--- src/rtl/intersection_phase_scheduler_if.sv ---
// Sensor inputs and lamp/phase outputs of the intersection phase scheduler.
// The scheduler binds to the slave modport; whoever drives the sensors uses master.
interface intersection_phase_scheduler_if;
  logic       i_car_b;
  logic       i_emergency;
  logic       o_a_red;
  logic       o_a_yellow;
  logic       o_a_green;
  logic       o_b_red;
  logic       o_b_yellow;
  logic       o_b_green;
  logic [2:0] o_phase;
  logic       o_emergency_active;

  modport master (
    output i_car_b, i_emergency,
    input  o_a_red, o_a_yellow, o_a_green,
    input  o_b_red, o_b_yellow, o_b_green,
    input  o_phase, o_emergency_active
  );

  modport slave (
    input  i_car_b, i_emergency,
    output o_a_red, o_a_yellow, o_a_green,
    output o_b_red, o_b_yellow, o_b_green,
    output o_phase, o_emergency_active
  );
endinterface

--- src/rtl/intersection_phase_scheduler.sv ---
// Two-road intersection sequencer: A rests green, a latched side-road request hands over to B.
// Optional emergency preemption (all-red hold) is enabled by defining TLC_EMERGENCY_PREEMPT_EN.
module intersection_phase_scheduler #(
  parameter int MIN_GREEN_A = 8,
  parameter int GREEN_B     = 5,
  parameter int YELLOW      = 3,
  parameter int ALL_RED     = 2
) (
  input logic                          i_clk,
  input logic                          i_reset,
  intersection_phase_scheduler_if.slave bus
);

  localparam int MAX_AB  = (MIN_GREEN_A > GREEN_B) ? MIN_GREEN_A : GREEN_B;
  localparam int MAX_YR  = (YELLOW > ALL_RED) ? YELLOW : ALL_RED;
  localparam int MAX_LEN = (MAX_AB > MAX_YR) ? MAX_AB : MAX_YR;
  localparam int TW      = (MAX_LEN > 1) ? $clog2(MAX_LEN) : 1;

  localparam logic [TW-1:0] T_MIN_GREEN_A = TW'(MIN_GREEN_A - 1);
  localparam logic [TW-1:0] T_GREEN_B     = TW'(GREEN_B - 1);
  localparam logic [TW-1:0] T_YELLOW      = TW'(YELLOW - 1);
  localparam logic [TW-1:0] T_ALL_RED     = TW'(ALL_RED - 1);

  typedef enum logic [2:0] {
    A_GREEN    = 3'd0,
    A_YELLOW   = 3'd1,
    ALL_RED_AB = 3'd2,
    B_GREEN    = 3'd3,
    B_YELLOW   = 3'd4,
    ALL_RED_BA = 3'd5
  } phase_e;

  typedef struct packed {
    logic a_red;
    logic a_yellow;
    logic a_green;
    logic b_red;
    logic b_yellow;
    logic b_green;
  } lamps_t;

  function automatic lamps_t decode(phase_e p);
    case (p)
      A_GREEN:  decode = '{a_green: 1'b1, b_red: 1'b1, default: 1'b0};
      A_YELLOW: decode = '{a_yellow: 1'b1, b_red: 1'b1, default: 1'b0};
      B_GREEN:  decode = '{a_red: 1'b1, b_green: 1'b1, default: 1'b0};
      B_YELLOW: decode = '{a_red: 1'b1, b_yellow: 1'b1, default: 1'b0};
      default:  decode = '{a_red: 1'b1, b_red: 1'b1, default: 1'b0};
    endcase
  endfunction

  phase_e        state_q, state_d;
  logic [TW-1:0] timer_q, timer_d;
  logic          req_b_q, req_b_d;
  lamps_t        lamps_q, lamps_d;
  logic          emerg_req;   // forces a green into its yellow
  logic          emerg_hold;  // blocks all-red exit and keeps reloading the timer
  logic          emerg_seen;  // preempted all-red always returns to A

  // NOTE: every always_comb output gets a default first, so no path can infer a latch.
  always_comb begin
    state_d = state_q;
    timer_d = (timer_q == '0) ? '0 : timer_q - 1'b1;
    req_b_d = req_b_q | (bus.i_car_b && (state_q != B_GREEN));
    case (state_q)
      A_GREEN: begin
        if (emerg_req || ((timer_q == '0) && (req_b_q || bus.i_car_b))) begin
          state_d = A_YELLOW;
          timer_d = T_YELLOW;
        end
      end
      A_YELLOW: begin
        if (timer_q == '0) begin
          state_d = ALL_RED_AB;
          timer_d = T_ALL_RED;
        end
      end
      ALL_RED_AB, ALL_RED_BA: begin
        if (emerg_hold) begin
          timer_d = T_ALL_RED;
        end else if (timer_q == '0) begin
          if ((state_q == ALL_RED_BA) || emerg_seen) begin
            state_d = A_GREEN;
            timer_d = T_MIN_GREEN_A;
          end else begin
            state_d = B_GREEN;
            timer_d = T_GREEN_B;
            req_b_d = 1'b0;  // entry clear beats a same-cycle set
          end
        end
      end
      B_GREEN: begin
        if (emerg_req || (timer_q == '0)) begin
          state_d = B_YELLOW;
          timer_d = T_YELLOW;
        end
      end
      B_YELLOW: begin
        if (timer_q == '0) begin
          state_d = ALL_RED_BA;
          timer_d = T_ALL_RED;
        end
      end
      default: begin
        state_d = ALL_RED_BA;
        timer_d = T_ALL_RED;
      end
    endcase
    lamps_d = decode(state_d);
  end

  // NOTE: state registers use non-blocking assignments so every flop samples pre-edge values.
  always_ff @(posedge i_clk) begin
    if (i_reset) begin
      state_q <= ALL_RED_BA;
      timer_q <= T_ALL_RED;
      req_b_q <= 1'b0;
      lamps_q <= decode(ALL_RED_BA);
    end else begin
      state_q <= state_d;
      timer_q <= timer_d;
      req_b_q <= req_b_d;
      lamps_q <= lamps_d;
    end
  end

`ifdef TLC_EMERGENCY_PREEMPT_EN
  logic emerg_active_q, emerg_active_d;
  logic emerg_seen_q, emerg_seen_d;
  logic in_all_red_d;

  assign emerg_req  = bus.i_emergency;
  // The release edge also reloads, so a full ALL_RED clearance follows release.
  assign emerg_hold = bus.i_emergency | emerg_active_q;
  assign emerg_seen = emerg_seen_q;

  always_comb begin
    in_all_red_d   = (state_d == ALL_RED_AB) || (state_d == ALL_RED_BA);
    emerg_active_d = bus.i_emergency && in_all_red_d;
    emerg_seen_d   = in_all_red_d && (emerg_seen_q || emerg_active_d);
  end

  always_ff @(posedge i_clk) begin
    if (i_reset) begin
      emerg_active_q <= 1'b0;
      emerg_seen_q   <= 1'b0;
    end else begin
      emerg_active_q <= emerg_active_d;
      emerg_seen_q   <= emerg_seen_d;
    end
  end

  assign bus.o_emergency_active = emerg_active_q;
`else
  logic unused_emergency;
  assign unused_emergency       = bus.i_emergency;
  assign emerg_req              = 1'b0;
  assign emerg_hold             = 1'b0;
  assign emerg_seen             = 1'b0;
  assign bus.o_emergency_active = 1'b0;
`endif

  assign bus.o_phase    = state_q;
  assign bus.o_a_red    = lamps_q.a_red;
  assign bus.o_a_yellow = lamps_q.a_yellow;
  assign bus.o_a_green  = lamps_q.a_green;
  assign bus.o_b_red    = lamps_q.b_red;
  assign bus.o_b_yellow = lamps_q.b_yellow;
  assign bus.o_b_green  = lamps_q.b_green;

endmodule

--- src/flat_wrapper.sv ---
// flat-port wrapper written by rule: the top's interface ports become plain ports
module intersection_phase_scheduler_flat 
#(
  parameter int MIN_GREEN_A = 8,
  parameter int GREEN_B     = 5,
  parameter int YELLOW      = 3,
  parameter int ALL_RED     = 2
)
  (i_clk, i_reset, bus_i_car_b, bus_i_emergency, bus_o_a_red, bus_o_a_yellow, bus_o_a_green, bus_o_b_red, bus_o_b_yellow, bus_o_b_green, bus_o_phase, bus_o_emergency_active);
  intersection_phase_scheduler_if bus_i ();
  input logic i_clk;
  input logic i_reset;
  input wire logic [$bits(bus_i.i_car_b)-1:0] bus_i_car_b;
  input wire logic [$bits(bus_i.i_emergency)-1:0] bus_i_emergency;
  output wire logic [$bits(bus_i.o_a_red)-1:0] bus_o_a_red;
  output wire logic [$bits(bus_i.o_a_yellow)-1:0] bus_o_a_yellow;
  output wire logic [$bits(bus_i.o_a_green)-1:0] bus_o_a_green;
  output wire logic [$bits(bus_i.o_b_red)-1:0] bus_o_b_red;
  output wire logic [$bits(bus_i.o_b_yellow)-1:0] bus_o_b_yellow;
  output wire logic [$bits(bus_i.o_b_green)-1:0] bus_o_b_green;
  output wire logic [$bits(bus_i.o_phase)-1:0] bus_o_phase;
  output wire logic [$bits(bus_i.o_emergency_active)-1:0] bus_o_emergency_active;
  assign bus_i.i_car_b = bus_i_car_b;
  assign bus_i.i_emergency = bus_i_emergency;
  assign bus_o_a_red = bus_i.o_a_red;
  assign bus_o_a_yellow = bus_i.o_a_yellow;
  assign bus_o_a_green = bus_i.o_a_green;
  assign bus_o_b_red = bus_i.o_b_red;
  assign bus_o_b_yellow = bus_i.o_b_yellow;
  assign bus_o_b_green = bus_i.o_b_green;
  assign bus_o_phase = bus_i.o_phase;
  assign bus_o_emergency_active = bus_i.o_emergency_active;
  intersection_phase_scheduler #(.MIN_GREEN_A(MIN_GREEN_A), .GREEN_B(GREEN_B), .YELLOW(YELLOW), .ALL_RED(ALL_RED)) u_core (.i_clk(i_clk), .i_reset(i_reset), .bus(bus_i));
endmodule
--- config.mk ---
export PLATFORM = sky130hd
export DESIGN_NAME = intersection_phase_scheduler_flat
export DESIGN_NICKNAME = d
export VERILOG_FILES = /design/src/rtl/intersection_phase_scheduler_if.sv /design/src/rtl/intersection_phase_scheduler.sv /design/src/flat_wrapper.sv
export SDC_FILE = /design/constraint.sdc
export NUM_CORES = 1
export LEC_CHECK = 0
export CORE_MARGIN = 4
export CORE_UTILIZATION = 40
export CTS_CLUSTER_SIZE = 20
export DETAILED_ROUTE_END_ITERATION = 8
export GPL_ROUTABILITY_DRIVEN = 0
export PLACE_DENSITY = 0.72
export SLEW_MARGIN = 40
export SYNTH_ARGS = -nofsm -noshare
export SYNTH_HDL_FRONTEND = slang
export SYNTH_SLANG_ARGS = --single-unit
--- constraint.sdc ---
create_clock -name i_clk -period 1.9 [get_ports i_clk]
set_input_delay 0.19 -clock i_clk [delete_from_list [all_inputs] [get_ports i_clk]]
set_output_delay 0.19 -clock i_clk [all_outputs]
set_load 0.005 [all_outputs]
==> metrics.md <==
| Metric | Value |
|---|---|
| Seq/Total Area, Yosys | `0.401` |
| # DRC | `0` |
| Number of setup buffers added after CTS | `0` |
| Crit-path leading delay family | `flip-flops` |
| Layout cell share with drive strength beyond 1 | `0.179` |
| Die Y | `48.3 um` |
| Critical path's largest stage delay | `660 ps` |
| Ys async rst share | `0` |
| Crit-path max FO | `14` |
| Max Cap Viol | `0` |
| Cells after Synth | `70` |
| Ys flop type | `dfxtp_1` |
| Buffers and inverters on the worst path | `1` |
| Clock Skew | `around 1.1 ps` |
| Tcrit/Tclk final | `0.912` |
| Pre-antenna DRT Iters | `4` |
| Clock buffer depth | `2` |
| Worst-Margin Slew | `540 ps` |
| Tmin final | `about 1700 ps` |
| Layout Nets | `89` |
| DRT iter0 DRCs | `17` |
| Ranking of synthesized cells by area | `dfxtp_1 40%, a21oi_1 5.4%, nor4b_4 3.7%` |
| CP startpoint kind | `flip-flop` |
| Total power | `between 1000 and 1500 uW` |
| Mean Syn Cell Area | `about 9.3 um2` |
| Antenna Cells | `0` |
| Synth Warn # | `0` |
| Gr usage total | `0.154` |
| Footprint of the multi-input gates | `350 um2` |
| Die Span X | `48.3 um` |
| TritonCTS Sinks | `13` |
| WL final | `1390 um` |
| Vias per inst | `between 5 and 6` |
| Number of CTS-inserted buffers | `3` |
| Arrival time worst endpoint | `~1500 ps` |
| Clock transition at the registers of the reported paths | `80 ps` |
| EDFF count, synth | `0` |
| Clk_lat worst skew | `approximately 270 ps` |
| Mapped Area | `about 650 um2` |
| IO buf count | `11` |
| # setup viols final | `0` |
| Final TNS setup | `0 ps` |
| Synth Register Bits | `13` |
| Initial antenna violation count | `0` |
| CTS Root Cell | `clkbuf_4` |
| Via count | `between 500 and 600` |
| Pin count of the biggest net entering global routing | `15` |
| Max Transition Viols Final | `0` |
| Commonest cells post-synth | `13 x dfxtp_1, 7 x a21oi_1, 4 x nand2_1` |
| Sequential Area | `between 200 and 300 um2` |
| H-tree levels | `1` |
| Worst hold path class | `flip-flop to flip-flop` |
| Slowest-stage cell, CP | `dfxtp_1` |
| WHS | `about 550 ps` |
| Dpl hpwl | `around 1000 um` |
| Rel. slew slack | `0.639` |
| TritonCTS clock tree | `done` |
| Post-synth top area share | `0.401` |
| Final hold violation count | `0` |
| RSZ-0062 raised after global routing | `no` |
| IO Count | `14` |
| Initial Util | `0.426` |
| Std-Cell Rows | `14` |
| Cell taking the most area after synthesis | `dfxtp_1` |
| Die footprint | `about 2300 um2` |
| DR WL/cell | `between 10 and 15 um` |
| Pwr Density | `1320 nW/um2` |
| Critical Path RT | `around 1700 ps` |
| P&R area growth vs syn | `24.5%` |
| Grt ovf | `0` |
| FILL cells | `~150` |
| Non-Filler Instances | `100` |
| Post-cts repair resize count | `0` |
| Fmax | `about 0.58 GHz` |
| CP cell instances | `clkdlybuf4s50_1` |
| Outcome | `finished clean` |
| Number of global-route vias before repair | `between 500 and 600` |
| Cell with the most instances after synthesis | `dfxtp_1` |
| Setup crit end kind | `output pin` |
| Setup CP Type | `flip-flop to output pin` |
| Final ANT Viol Nets | `0` |
| Placed cells | `96` |
| Global-route wire length before repair | `~2500 um` |
| Mapped Nets | `74` |
| Worst vdd ir | `around 0.74 mV` |
| Hold_buf cts | `0` |
| Synth cell types | `36` |
| LEAKAGE | `about 0.00028 uW` |
| Core Box Area | `around 1500 um2` |
[metal layers]
layer / vias to the layer above / share of wire / global-route usage
li1: 285 / - / -
met1: 270 / 0.46 / 0.162
met2: 11 / 0.49 / 0.279
met3: 2 / 0.039 / 0.0554
met4: 0 / 0.0086 / 0.0538
met5: - / 0 / 0
[sequential cells by signal, summed over array words and instances, names as in the netlist]
signal,cells
u_core.bus.o_a_green,1
u_core.bus.o_a_red,1
u_core.bus.o_a_yellow,1
u_core.bus.o_b_green,1
u_core.bus.o_b_red,1
u_core.bus.o_b_yellow,1
u_core.bus.o_phase,3
u_core.req_b_q,1
u_core.timer_q,3
[logic make-up (layout without fill, tap and decap cells)]
family	count (synthesis)	in the layout	share of synthesized area
flops	13	13	0.401
simple gates	26	26	0.303
compound gates	21	21	0.218
other cells	1	1	0.00577
buf+inv	8	22	0.0597
xor+xnor	1	1	0.0135
[metrics by stage]
stage	util	area, um2	worst slack (ps)
after floorplan	-	649	590
after global placement	0.513	782	409
after detailed placement	0.513	782	412
after CTS	0.530	808	162
after global routing	0.530	808	58.2
final	0.530	808	168
[placed cells by master, fill, tap and decap left out, types with 3 or more instances in the layout]
cell type,n
o21ai_0,3
dfxtp_1,13
nor2_1,3
nand2_1,4
buf_4,4
inv_1,3
clkdlybuf4s50_1,11
clkbuf_4,3
a21oi_1,7
[power breakdown]
group	switching [uW]	internal, uW
sequential	130	343
combinational	183	238
clock	87.2	81.3
total	401	662
[final timing paths]
check | startpoint | end | slack [ps] | depth (start not counted)
max reg2reg | u_core.bus.o_phase[0]$_SDFF_PP1_ | u_core.bus.o_a_red$_SDFF_PP1_ | 430 | 3
max | u_core.bus.o_phase[0]$_SDFF_PP1_ | bus_o_phase[0] | 170 | 1
min reg2reg | u_core.req_b_q$_SDFF_PP0_ | u_core.req_b_q$_SDFF_PP0_ | 550 | 2
min | u_core.req_b_q$_SDFF_PP0_ | u_core.req_b_q$_SDFF_PP0_ | 550 | 2
[cell type report]
type	instances	share of cell area
inverters	3	0.0139
well taps	16	0.0248
flip-flops and latches	13	0.322
multi-input cells	49	0.433
repair buffers	15	0.173
clock buffers	4	0.0325
Note: power is estimated with default switching activity, not from simulation.
